[src/rtl/game_pkg.sv]
// Shared game definitions: game-state codes used by the judge, score counter and
// top-level FSM, plus the judge's own state encoding and default window length.
package game_pkg;

  typedef enum logic [1:0] {
    IDLE        = 2'd0,
    SONG_SELECT = 2'd1,
    GAME_PLAY   = 2'd2,
    GAME_OVER   = 2'd3
  } game_state_e;

  typedef enum logic {
    J_IDLE = 1'b0,
    J_OPEN = 1'b1
  } judge_state_e;

  localparam int         WINDOW_DEFAULT = 24;
  localparam logic [7:0] COMBO_MAX      = 8'd255;

endpackage

[src/rtl/hit_judge_if.sv]
// Bundle of chart/button inputs and judgment outputs around the hit judge.
// master = chart sequencer / button side, slave = the judge itself.
interface hit_judge_if;

  logic [1:0] current_state;
  logic       tick;
  logic [1:0] note;
  logic [1:0] btn;
  logic [1:0] Inp;
  logic [7:0] combo;
  logic [7:0] max_combo;
  logic       judge_valid;

  modport master (
    output current_state, tick, note, btn,
    input  Inp, combo, max_combo, judge_valid
  );

  modport slave (
    input  current_state, tick, note, btn,
    output Inp, combo, max_combo, judge_valid
  );

endinterface

[src/rtl/btn_edge.sv]
// Two-flop synchronizer for asynchronous buttons followed by a rising-edge
// detector, so a held button yields a single one-cycle press.
module btn_edge #(
    parameter int W = 2
) (
    input  logic         clk,
    input  logic         rst,
    input  logic [W-1:0] btn,
    output logic [W-1:0] press
);

    logic [W-1:0] sync1_q, sync1_d;
    logic [W-1:0] sync2_q, sync2_d;
    logic [W-1:0] prev_q,  prev_d;

    always_comb begin
        sync1_d = btn;
        sync2_d = sync1_q;
        prev_d  = sync2_q;
    end

    always_ff @(posedge clk) begin
        if (rst) begin
            sync1_q <= '0;
            sync2_q <= '0;
            prev_q  <= '0;
        end else begin
            sync1_q <= sync1_d;
            sync2_q <= sync2_d;
            prev_q  <= prev_d;
        end
    end

    assign press = sync2_q & ~prev_q;

endmodule

[src/rtl/hit_judge.sv]
// Judges 2-lane button presses against chart notes inside a WINDOW-cycle window
// after each tick, and maintains the running and maximum combo.
module hit_judge
  import game_pkg::*;
#(
    parameter int WINDOW = WINDOW_DEFAULT,
    parameter int CNT_W  = 8
) (
    input  logic        clk,
    input  logic        rst,
    hit_judge_if.slave  bus
);

    function automatic logic [7:0] sat_inc(input logic [7:0] v);
        return (v == COMBO_MAX) ? COMBO_MAX : v + 8'd1;
    endfunction

    function automatic logic [7:0] max8(input logic [7:0] a, input logic [7:0] b);
        return (a > b) ? a : b;
    endfunction

    judge_state_e state_q, state_d;
    logic [CNT_W-1:0] cnt_q, cnt_d;
    logic [1:0] note_q, note_d;
    logic [1:0] hit_q, hit_d;
    logic [1:0] inp_q, inp_d;
    logic       jv_q, jv_d;
    logic [7:0] combo_q, combo_d;
    logic [7:0] max_q, max_d;

    logic [1:0] press;
    logic [1:0] hit_next;
    logic [7:0] combo_new;
    logic       play;
    logic       window_end;

    btn_edge #(.W(2)) u_btn_edge (
        .clk   (clk),
        .rst   (rst),
        .btn   (bus.btn),
        .press (press)
    );

    assign play       = (bus.current_state == GAME_PLAY);
    assign window_end = (cnt_q == CNT_W'(WINDOW - 1));
    // Presses on lanes without a note never set a hit flag.
    assign hit_next   = hit_q | (press & note_q);

    always_comb begin
        combo_new = combo_q;
        if (note_q != 2'b00) begin
            if ((hit_next & note_q) == note_q) combo_new = sat_inc(combo_q);
            else                               combo_new = 8'd0;
        end
    end

    always_comb begin
        state_d = state_q;
        cnt_d   = cnt_q;
        note_d  = note_q;
        hit_d   = hit_q;
        inp_d   = 2'b00;
        jv_d    = 1'b0;
        combo_d = combo_q;
        max_d   = max_q;

        if (!play) begin
            // Any open window is dropped unjudged; it must not leak into the next song.
            state_d = J_IDLE;
            cnt_d   = '0;
            note_d  = 2'b00;
            hit_d   = 2'b00;
            if (bus.current_state == SONG_SELECT) begin
                combo_d = 8'd0;
                max_d   = 8'd0;
            end
        end else begin
            case (state_q)
                J_IDLE: begin
                    if (bus.tick) begin
                        note_d  = bus.note;
                        hit_d   = 2'b00;
                        cnt_d   = '0;
                        state_d = J_OPEN;
                    end
                end
                J_OPEN: begin
                    hit_d = hit_next;
                    cnt_d = cnt_q + CNT_W'(1);
                    if (bus.tick || window_end) begin
                        inp_d   = note_q & hit_next;
                        jv_d    = 1'b1;
                        combo_d = combo_new;
                        max_d   = max8(max_q, combo_new);
                        if (bus.tick) begin
                            // Back-to-back tick: the old window closes and a new one opens at once.
                            note_d  = bus.note;
                            hit_d   = 2'b00;
                            cnt_d   = '0;
                        end else begin
                            state_d = J_IDLE;
                        end
                    end
                end
                default: state_d = J_IDLE;
            endcase
        end
    end

    always_ff @(posedge clk) begin
        if (rst) begin
            state_q <= J_IDLE;
            cnt_q   <= '0;
            note_q  <= 2'b00;
            hit_q   <= 2'b00;
            inp_q   <= 2'b00;
            jv_q    <= 1'b0;
            combo_q <= 8'd0;
            max_q   <= 8'd0;
        end else begin
            state_q <= state_d;
            cnt_q   <= cnt_d;
            note_q  <= note_d;
            hit_q   <= hit_d;
            inp_q   <= inp_d;
            jv_q    <= jv_d;
            combo_q <= combo_d;
            max_q   <= max_d;
        end
    end

    assign bus.Inp         = inp_q;
    assign bus.judge_valid = jv_q;
    assign bus.combo       = combo_q;
    assign bus.max_combo   = max_q;

endmodule
[src/flat_wrapper.sv]
// flat-port wrapper written by rule: the top's interface ports become plain ports
module hit_judge_flat import game_pkg::*;
#(
    parameter int WINDOW = WINDOW_DEFAULT,
    parameter int CNT_W  = 8
)
  (clk, rst, bus_current_state, bus_tick, bus_note, bus_btn, bus_Inp, bus_combo, bus_max_combo, bus_judge_valid);
  hit_judge_if bus_i ();
  input  logic clk;
  input  logic rst;
  input wire logic [$bits(bus_i.current_state)-1:0] bus_current_state;
  input wire logic [$bits(bus_i.tick)-1:0] bus_tick;
  input wire logic [$bits(bus_i.note)-1:0] bus_note;
  input wire logic [$bits(bus_i.btn)-1:0] bus_btn;
  output wire logic [$bits(bus_i.Inp)-1:0] bus_Inp;
  output wire logic [$bits(bus_i.combo)-1:0] bus_combo;
  output wire logic [$bits(bus_i.max_combo)-1:0] bus_max_combo;
  output wire logic [$bits(bus_i.judge_valid)-1:0] bus_judge_valid;
  assign bus_i.current_state = bus_current_state;
  assign bus_i.tick = bus_tick;
  assign bus_i.note = bus_note;
  assign bus_i.btn = bus_btn;
  assign bus_Inp = bus_i.Inp;
  assign bus_combo = bus_i.combo;
  assign bus_max_combo = bus_i.max_combo;
  assign bus_judge_valid = bus_i.judge_valid;
  hit_judge #(.WINDOW(WINDOW), .CNT_W(CNT_W)) u_core (.clk(clk), .rst(rst), .bus(bus_i));
endmodule
[config.mk]
export PLATFORM = sky130hd
export DESIGN_NAME = hit_judge_flat
export DESIGN_NICKNAME = d
export VERILOG_FILES = /design/src/rtl/game_pkg.sv /design/src/rtl/hit_judge_if.sv /design/src/rtl/btn_edge.sv /design/src/rtl/hit_judge.sv /design/src/flat_wrapper.sv
export SDC_FILE = /design/constraint.sdc
export NUM_CORES = 1
export LEC_CHECK = 0
export CORE_ASPECT_RATIO = 1.5
export CORE_UTILIZATION = 44
export DETAILED_ROUTE_END_ITERATION = 10
export GPL_TIMING_DRIVEN = 0
export MAX_ROUTING_LAYER = met4
export PLACE_DENSITY = 0.64
export SYNTH_ARGS = -nofsm -noshare
export SYNTH_HDL_FRONTEND = slang
export SYNTH_SLANG_ARGS = --single-unit
[constraint.sdc]
create_clock -name clk -period 3.1 [get_ports clk]
set_clock_uncertainty 0.1 [all_clocks]
set_input_delay 0.62 -clock clk [delete_from_list [all_inputs] [get_ports clk]]
set_output_delay 0.62 -clock clk [all_outputs]
set_load 0.05 [all_outputs]
==> results.cfg, run 1 <==
[sta]
finalCriticalPeriod_ps = 2990
final-hold-violation-count = 0
worst_pin_slew_ps = 505
finalCritPeriodShare = 0.966
slew_violations = 0
max_freq_ghz = 0.334
layout_setup_ws_ps = 106
setup_viol = 0
tns_ps = 0
slew_headroom = 0.662

[logic_synthesis]
yosys_warnings = 0
syn_nets = 236
ys_ff_latch = 38
synthDistinctLibCells = 41
synth_top_area_share = 0.389
synth_area_leaders = dfxtp_1 39%, ha_1 6.4%, nor2_1 5.8%, nor2b_1 4.8%, mux2_4 3.8%
syn_area_per_cell_um2 = 9.01
ys_async_sr_fraction = 0
ys_seq_area_frac = 0.389
synth_top_cell_by_area = dfxtp_1
synth.cell_area_um2 = 1950
synthCells = 217
synth_edf_count = 0
synth_ff_type = dfxtp_1

[drt]
detail-route-antenna-nets = 0
vias = 1652
drc = 0
drt_iter0_drc = 92
drtPass1Iterations = 4
vias_per_cell = 5.38
wl_per_cell_um = 14.9
drt_wl_total_mm = 4.56

[finish]
area_growth_pct = 30.0
multi_input_area_um2 = 1190
antenna_cells = 0
layout_common_cells = 33 x dfxtp_1, 30 x nor2_1, 27 x clkdlybuf4s50_1, 14 x nor2b_1, 13 x nand3_1
final_layout_size_suffix_gt1_frac = 0.165
layout_commonest_cell = dfxtp_1
register_area_um2 = 772
nets = 279
n_fill_cell = 385

[floorplan]
fp.coreArea_um2 = 4250
die_w_um = 56.4
rows = 29
initial_core_util = 0.460
io_pins = 28
die_area_um2 = 4720
die_y_um = 83.6

[global_routing]
grt_start_max_net_pins = 12
antenna_found_initial = 0
grt_usage = 0.210
grt_pass1_wl_mm = 7.45
grt-ovfl-total = 0
grt_pass1_vias = 1642

[worst_setup_path]
end_kind = flop
critPathRequiredTime_ps = 3180
crit_type = reg2reg
rr_startpoint = u_core.bus.combo[1]$_SDFFE_PP0P_
arrival_ps = 3080
r2r_slack_ps = 110
path_max_fanout = 6
reg2reg_depth = 13
reg2reg_to = u_core.bus.max_combo[5]$_SDFFE_PP0P_
crit_path_start_kind = flop

[flow_run]
max-cap-violations = 0

[outcome]
status = finished clean

[cts]
cts_buffers = 5
cts_tree = built
cts_root_buffer = clkbuf_8
clkSlewWorstSetupHoldPaths_ps = 80
postCtsHoldBufs = 0
cts_max_path_buffers = 2
cts.sinks = 38
clock_latency_ps = 290
htree_levels = 2

[worst_hold_path]
hold_path_depth = 1
hold_end = u_core.u_btn_edge.prev_d[1]$_SDFF_PP0_
hp-class = reg2reg
hp-start = u_core.u_btn_edge.sync1_q[1]$_SDFF_PP0_

[placed_design]
pre_cts_slack_ps = -61.8
dp_hpwl_mm = 3.05
gp_congestion = 0.901
portBuffers = 27

[pwr]
cellLeakagePower_nw = 0.919
ir_drop_mv = 0.302
power_density_nw_per_um2 = 382
power_mw = 0.970
timing repair:
| item | CTS | global route |
|---|---|---|
| resized for setup | 2 | 13 |
| buffers inserted | 2 | 8 |
| setup endpoints to repair | 5 | 8 |
| pin swaps | 1 | 7 |
flip-flops by register name, indices dropped and copies added, names as in the netlist:
signal,flops
u_core.bus.combo,8
u_core.u_btn_edge.prev_d,2
u_core.bus.judge_valid,1
u_core.bus.Inp,2
u_core.cnt_q,8
u_core.note_q,2
u_core.state_q,1
u_core.u_btn_edge.sync1_q,2
u_core.bus.max_combo,8
u_core.hit_q,2
u_core.u_btn_edge.prev_q,2
critical path, cell delays in order (launching register included):
cell	delay (ps)
dfxtp_4	390
ha_4	150
and4_4	250
nand2b_4	90
a2111oi_4	320
a21oi_2	90
ha_1	310
nor2b_2	150
o211ai_1	230
a21oi_2	100
o22ai_2	190
o21ai_4	80
buf_12	140
mux2_4	290
worst max path at each step:
stage,start,endpoint,slack [ps],cells past startpoint
final,u_core.bus.combo[1]$_SDFFE_PP0P_,u_core.bus.max_combo[5]$_SDFFE_PP0P_,110,13
after detailed placement,u_core.bus.combo[1]$_SDFFE_PP0P_,u_core.bus.max_combo[2]$_SDFFE_PP0P_,-60,12
after global routing,u_core.bus.combo[1]$_SDFFE_PP0P_,u_core.bus.max_combo[5]$_SDFFE_PP0P_,-20,13
after global placement,u_core.bus.combo[0]$_SDFFE_PP0P_,u_core.bus.max_combo[5]$_SDFFE_PP0P_,-50,12
after floorplan,u_core.bus.combo[1]$_SDFFE_PP0P_,u_core.bus.max_combo[0]$_SDFFE_PP0P_,0.02,12
after CTS,u_core.bus.combo[1]$_SDFFE_PP0P_,u_core.bus.max_combo[5]$_SDFFE_PP0P_,0.1,13
metrics by stage:
step           hold WS, ps  cell area [um^2]  instances   util
2_1_floorplan          314              1960        217      -
3_3_place_gp           315              2290        290  0.539
3_5_place_dp           324              2290        290  0.539
4_1_cts                343              2430        300  0.573
5_1_grt                366              2540        307  0.599
6_report               341              2540        307  0.599
power breakdown:
group	internal (mW)	leakage [nW]	switching (mW)
clock network	0.241	0.0524	0.177
registers	0.490	0.310	0.00150
logic	0.0278	0.557	0.0327
total	0.759	0.919	0.211
synthesized netlist by cell type (2+ instances only):
cell type	count
inv_1	8
o211ai_1	2
a31oi_1	2
nand3_1	13
mux2_4	5
nor3b_2	2
buf_2	2
nor3_1	8
xnor2_1	2
clkbuf_1	5
and3_1	2
mux2i_1	6
o22ai_1	3
o21ai_4	2
nand2b_1	5
xor2_1	4
o21a_1	6
nand2_1	12
a21oi_1	10
ha_1	10
nor2_1	30
o21ai_0	3
nand4_1	6
dfxtp_1	38
nor2b_1	15
routing by layer:
metal  global-route usage  part of all wire  vias to the layer above
li1                     -                 -                      845
met1                0.231              0.42                      763
met2                0.356              0.52                       32
met3               0.0341             0.030                       12
met4                0.115             0.027                        0
met5                    -                 0                        -
final cells by class:
type,instances,share of cell area
clock buffers,7,0.0300
clock inverters,1,0.0118
flip-flops and latches,38,0.304
repair buffers,36,0.138
multi-input cells,163,0.469
inverters,8,0.0118
well taps,46,0.0226
plain buffers,8,0.0133
logic make-up (layout without fill, tap and decap cells):
logic type | Yosys count | after routing | synth area share
compound gates | 35 | 35 | 0.136
xor+xnor | 6 | 6 | 0.0269
fa+ha+maj | 10 | 10 | 0.0640
buf+inv | 16 | 60 | 0.0320
flops | 38 | 38 | 0.389
mux | 12 | 12 | 0.0749
simple gates | 100 | 100 | 0.277
(Power assumes the default switching activity.)
==> inputs of run 2 (changes only) <==
--- a/config.mk
+++ b/config.mk
@@ -5,8 +5,10 @@
 export SDC_FILE = /design/constraint.sdc
 export NUM_CORES = 1
 export LEC_CHECK = 0
+export ABC_AREA = 0
 export CORE_ASPECT_RATIO = 1.5
 export CORE_UTILIZATION = 44
+export CTS_CLUSTER_DIAMETER = 30
 export DETAILED_ROUTE_END_ITERATION = 10
 export GPL_TIMING_DRIVEN = 0
 export MAX_ROUTING_LAYER = met4
==> constraint.sdc (replaced) <==
create_clock -name clk -period 3.76 [get_ports clk]
set_clock_uncertainty 0.1 [all_clocks]
set_input_delay 0.752 -clock clk [delete_from_list [all_inputs] [get_ports clk]]
set_output_delay 0.752 -clock clk [all_outputs]
set_load 0.05 [all_outputs]
==> run 2 against run 1 <==
Effect of this change:
- sequential cell count unchanged
- power down 18%
- maximum frequency down 9.3%
- setup slack better by 350 ps
- cell count down 2.9%
- worst hold slack better by 7.8 ps
- critical endpoint unchanged
- largest cell class unchanged
- largest power group unchanged
==> results.cfg, run 2 (same netlist as run 1, synthesis figures left out) <==
[worst_setup_path]
crit_path_start_kind = flop
rr_startpoint = u_core.bus.combo[0]$_SDFFE_PP0P_
reg2reg_depth = 12
setup.worst_path.start = u_core.bus.combo[0]$_SDFFE_PP0P_
critPathRequiredTime_ps = 3840
slowest_delay_ps = 440
arrival_ps = 3390
path_max_fanout = 8
cp_num_cells = 12
end_kind = flop
crit_path_top_delay_cell = dfxtp_1
crit_type = reg2reg
r2r_slack_ps = 460
critPathBufInv = 0
critPathCapture = u_core.bus.max_combo[5]$_SDFFE_PP0P_
reg2reg_to = u_core.bus.max_combo[5]$_SDFFE_PP0P_
path_cells = ha_1 -> and4_1 -> nand2b_4 -> a2111oi_2 -> a21oi_1 -> ha_1 -> nor2b_1 -> o211ai_1 -> a21oi_1 -> o22ai_1 -> o21ai_4 -> mux2_4
path_delay_family = compound AO/OA/AOI/OAI gates

[drt]
drtPass1Iterations = 4
drt_wl_total_mm = 4.25
drc = 0
vias = 1609
detail-route-antenna-nets = 0
vias_per_cell = 5.40
routed.top_layer = met4
wl_met3_um = 142
drt_iter0_drc = 49
wl_per_cell_um = 14.2
wl_met1_mm = 1.81
met2WireLength_mm = 2.24

[finish]
register_area_um2 = 761
multi_input_area_um2 = 1130
final_layout_size_suffix_gt1_frac = 0.0833
n_fill_cell = 395
nets = 270
layout_commonest_cell = dfxtp_1
antenna_cells = 0
area_growth_pct = 22.2
layout_common_cells = 38 x dfxtp_1, 30 x nor2_1, 27 x clkdlybuf4s50_1, 15 x nor2b_1, 13 x nand3_1

[sta]
finalCritPeriodShare = 0.878
tns_ps = 0
slew_violations = 0
worst_pin_slew_ps = 500
finalCriticalPeriod_ps = 3300
rsz0062_at_grt = false
setup_viol = 0
max_freq_ghz = 0.303
final-hold-violation-count = 0
slew_headroom = 0.666

[pwr]
swShare = 0.216
power_frac_clock = 0.433
internal_power_mw = 0.623
power_mw = 0.794
ir_drop_mv = 0.293
combPwrFrac = 0.055
seq_power_share = 0.512
cellLeakagePower_nw = 0.868
power_density_nw_per_um2 = 333
p_switching_mw = 0.171

[floorplan]
initial_core_util = 0.460
io_pins = 28
die_w_um = 56.4
fp.coreArea_um2 = 4250
rows = 29
die_area_um2 = 4720
die_y_um = 83.6

[worst_hold_path]
hp-class = reg2reg

[outcome]
status = finished clean

[placed_design]
dp_hpwl_mm = 3.10
portBuffers = 27
gp_congestion = 0.896

[cts]
htree_levels = 2
clkSlewWorstSetupHoldPaths_ps = 80
postCtsSetupRepairBufs = 0
clock_latency_ps = 290
cts_resized = 0
cts_root_buffer = clkbuf_8
cts_max_path_buffers = 2
cts.sinks = 38
cts_buffers = 5
postCtsHoldBufs = 0
cts_tree = built

[global_routing]
grt_pass1_wl_mm = 7.07
antenna_found_initial = 0
grt_pass1_vias = 1576
grt_start_max_net_pins = 12
grt_usage = 0.199
grt-ovfl-total = 0

[flow_run]
max-cap-violations = 0
-- run 2: routing by layer --
| metal | vias up | global-route usage |
|---|---|---|
| li1 | 828 | - |
| met4 | 0 | 0.0643 |
| met5 | - | - |
| met2 | 32 | 0.357 |
| met1 | 743 | 0.214 |
| met3 | 6 | 0.0434 |
-- run 2: metrics by stage --
stage               cell area [um^2]  instances  hold WS [ps]  setup slack [ps]  utilization
CTS                             2390        298           355               459        0.563
global route                    2390        298           364               257        0.563
detailed placement              2280        290           333               508        0.538
finish                          2390        298           349               459        0.563
floorplan                       1950        217           314               427            -
global placement                2280        290           322               516        0.538
-- run 2: cell type report --
class                           count  area share
Multi-Input combinational cell    163       0.474
Sequential cell                    38       0.318
Timing Repair Buffer               27       0.113
Clock buffer                        7      0.0320
Tap cell                           46      0.0241
Buffer                              8      0.0136
Clock inverter                      1      0.0126
Inverter                            8      0.0126
-- run 2: worst min path at each step --
stage	end	cells after the start	slack [ps]	start
final	u_core.u_btn_edge.prev_d[0]$_SDFF_PP0_	1	350	u_core.u_btn_edge.sync1_q[0]$_SDFF_PP0_
after global routing	u_core.u_btn_edge.prev_d[0]$_SDFF_PP0_	1	360	u_core.u_btn_edge.sync1_q[0]$_SDFF_PP0_
after CTS	u_core.u_btn_edge.prev_d[0]$_SDFF_PP0_	1	350	u_core.u_btn_edge.sync1_q[0]$_SDFF_PP0_
after detailed placement	u_core.u_btn_edge.prev_d[1]$_SDFF_PP0_	1	330	u_core.u_btn_edge.sync1_q[1]$_SDFF_PP0_
after global placement	u_core.u_btn_edge.prev_d[1]$_SDFF_PP0_	1	320	u_core.u_btn_edge.sync1_q[1]$_SDFF_PP0_
after floorplan	u_core.u_btn_edge.prev_d[0]$_SDFF_PP0_	1	310	u_core.u_btn_edge.sync1_q[0]$_SDFF_PP0_
-- run 2: power by group through the flow --
stage	Sequential [mW]	Clock, mW	Combinational [mW]
finish	0.407	0.344	0.0437
global route	0.407	0.364	0.0480
CTS	0.407	0.351	0.0442
detailed placement	0.416	0	0.0439
global placement	0.416	0	0.0440
floorplan	0.416	0	0.0260
-- run 2: worst register-to-register path: stages (launching register included) --
cell and delay [ps]:
dfxtp_1 440, ha_1 260, and4_1 280, nand2b_4 100, a2111oi_2 370, a21oi_1 150, ha_1 330, nor2b_1 130
o211ai_1 90, a21oi_1 130, o22ai_1 130, o21ai_4 350, mux2_4 340
==> inputs of run 3 (changes only) <==
--- a/config.mk
+++ b/config.mk
@@ -6,13 +6,14 @@
 export NUM_CORES = 1
 export LEC_CHECK = 0
 export ABC_AREA = 0
-export CORE_ASPECT_RATIO = 1.5
-export CORE_UTILIZATION = 44
+export CELL_PAD_IN_SITES_DETAIL_PLACEMENT = 1
+export CELL_PAD_IN_SITES_GLOBAL_PLACEMENT = 2
+export CORE_UTILIZATION = 35
 export CTS_CLUSTER_DIAMETER = 30
 export DETAILED_ROUTE_END_ITERATION = 10
 export GPL_TIMING_DRIVEN = 0
 export MAX_ROUTING_LAYER = met4
-export PLACE_DENSITY = 0.64
+export PLACE_DENSITY = 0.8
 export SYNTH_ARGS = -nofsm -noshare
 export SYNTH_HDL_FRONTEND = slang
 export SYNTH_SLANG_ARGS = --single-unit
==> run 3 against run 2 <==
Effect of this change:
- cell count grew 8.1%
- critical path depth is the same
- combinational power about the same
- critical endpoint unchanged
- highest routed layer unchanged
- worst hold slack improved by 1.6 ps
- largest cell class unchanged
==> results.cfg, run 3 (same netlist as run 1, synthesis figures left out) <==
[pwr]
ir_drop_mv = 0.155
power_mw = 0.756
cellLeakagePower_nw = 0.863
power_density_nw_per_um2 = 314

[drt]
vias_per_cell = 5.02
vias = 1615
drt_iter0_drc = 27
drt_wl_total_mm = 4.55
wl_per_cell_um = 14.1
detail-route-antenna-nets = 0
drc = 0
drtPass1Iterations = 4

[sta]
holdWs_ps = 351
max_freq_ghz = 0.297
final-hold-violation-count = 0
finalCritPeriodShare = 0.896
slew_violations = 0
slew_headroom = 0.666
tns_ps = 0
worst_pin_slew_ps = 500
setup_viol = 0
layout_setup_ws_ps = 391
finalCriticalPeriod_ps = 3370
rsz0062_at_grt = false

[worst_hold_path]
hp-start = u_core.u_btn_edge.sync1_q[1]$_SDFF_PP0_
hold_end = u_core.u_btn_edge.prev_d[1]$_SDFF_PP0_
hold_path_depth = 1
hp-class = reg2reg

[floorplan]
fp.coreArea_um2 = 5240
die_y_um = 76.7
io_pins = 28
die_w_um = 76.7
initial_core_util = 0.373
die_area_um2 = 5890
rows = 26

[finish]
final_cell_count_no_fill = 322
stdcell_area_um2 = 2410
utilization = 0.460
antenna_cells = 0
layout_common_cells = 38 x dfxtp_1, 30 x nor2_1, 27 x clkdlybuf4s50_1, 15 x nor2b_1, 13 x nand3_1
layout_commonest_cell = dfxtp_1
area_growth_pct = 23.2
nets = 270
final_layout_size_suffix_gt1_frac = 0.0913

[cts]
htree_levels = 2
postCtsHoldBufs = 0
cts_resized = 0
postCtsSetupRepairBufs = 0
cts_root_buffer = clkbuf_8
cts_buffers = 5
cts_tree = built
cts_max_path_buffers = 2
cts.sinks = 38
clkSlewWorstSetupHoldPaths_ps = 80
clock_latency_ps = 300

[worst_setup_path]
critPathRequiredTime_ps = 3850
setup.worst_path.start = u_core.bus.combo[0]$_SDFFE_PP0P_
reg2reg_to = u_core.bus.max_combo[5]$_SDFFE_PP0P_
rr_startpoint = u_core.bus.combo[0]$_SDFFE_PP0P_
end_kind = flop
path_max_fanout = 8
arrival_ps = 3460
reg2reg_depth = 12
r2r_slack_ps = 390
crit_path_start_kind = flop
crit_type = reg2reg

[global_routing]
grt_start_max_net_pins = 13
grt_pass1_wl_mm = 7.85
grt-ovfl-total = 0
grt_pass1_vias = 1613
antenna_found_initial = 0
grt_usage = 0.176

[outcome]
status = finished clean

[placed_design]
placed_area_um2 = 2310
portBuffers = 27
gp_congestion = 0.764
dp_hpwl_mm = 3.45
dp_cells = 314
pre_cts_slack_ps = 416

[flow_run]
max-cap-violations = 0
-- run 3: area by class of cell --
type | instances | area [um^2]
clock buffers | 6 | 82.6
clock inverters | 2 | 12.5
inverters | 8 | 30.0
plain buffers | 8 | 32.5
well taps | 70 | 87.6
multi-input cells | 163 | 1130
fillers | 620 | 2830
flip-flops and latches | 38 | 761
repair buffers | 27 | 270
-- run 3: per-layer routing --
metal  global-route usage  wire, um
met5                    -         0
met1                0.228      2330
met4               0.0692        77
met2                0.269      2020
met3               0.0333       128
-- run 3: worst max path at each step --
stage,endpoint,cells past startpoint
4_1_cts,u_core.bus.max_combo[5]$_SDFFE_PP0P_,12
6_report,u_core.bus.max_combo[5]$_SDFFE_PP0P_,12
3_5_place_dp,u_core.bus.max_combo[5]$_SDFFE_PP0P_,12
3_3_place_gp,u_core.bus.max_combo[0]$_SDFFE_PP0P_,12
5_1_grt,u_core.bus.max_combo[5]$_SDFFE_PP0P_,12
2_1_floorplan,u_core.bus.max_combo[0]$_SDFFE_PP0P_,12
-- run 3: critical path, cell delays in order, from the launching register on --
cell       delay [ps]
dfxtp_1           450
ha_1              240
and4_1            270
nand2b_4           90
a2111oi_2         360
a21oi_1           160
ha_1              340
nor2b_1           140
o211ai_1          100
a21oi_1           150
o22ai_1           140
o21ai_4           370
mux2_4            330
-- run 3: report_power, final --
part,total [mW],switching [mW],internal (mW)
clock network,0.305,0.158,0.148
logic,0.0440,0.0250,0.0190
registers,0.406,0.00116,0.405
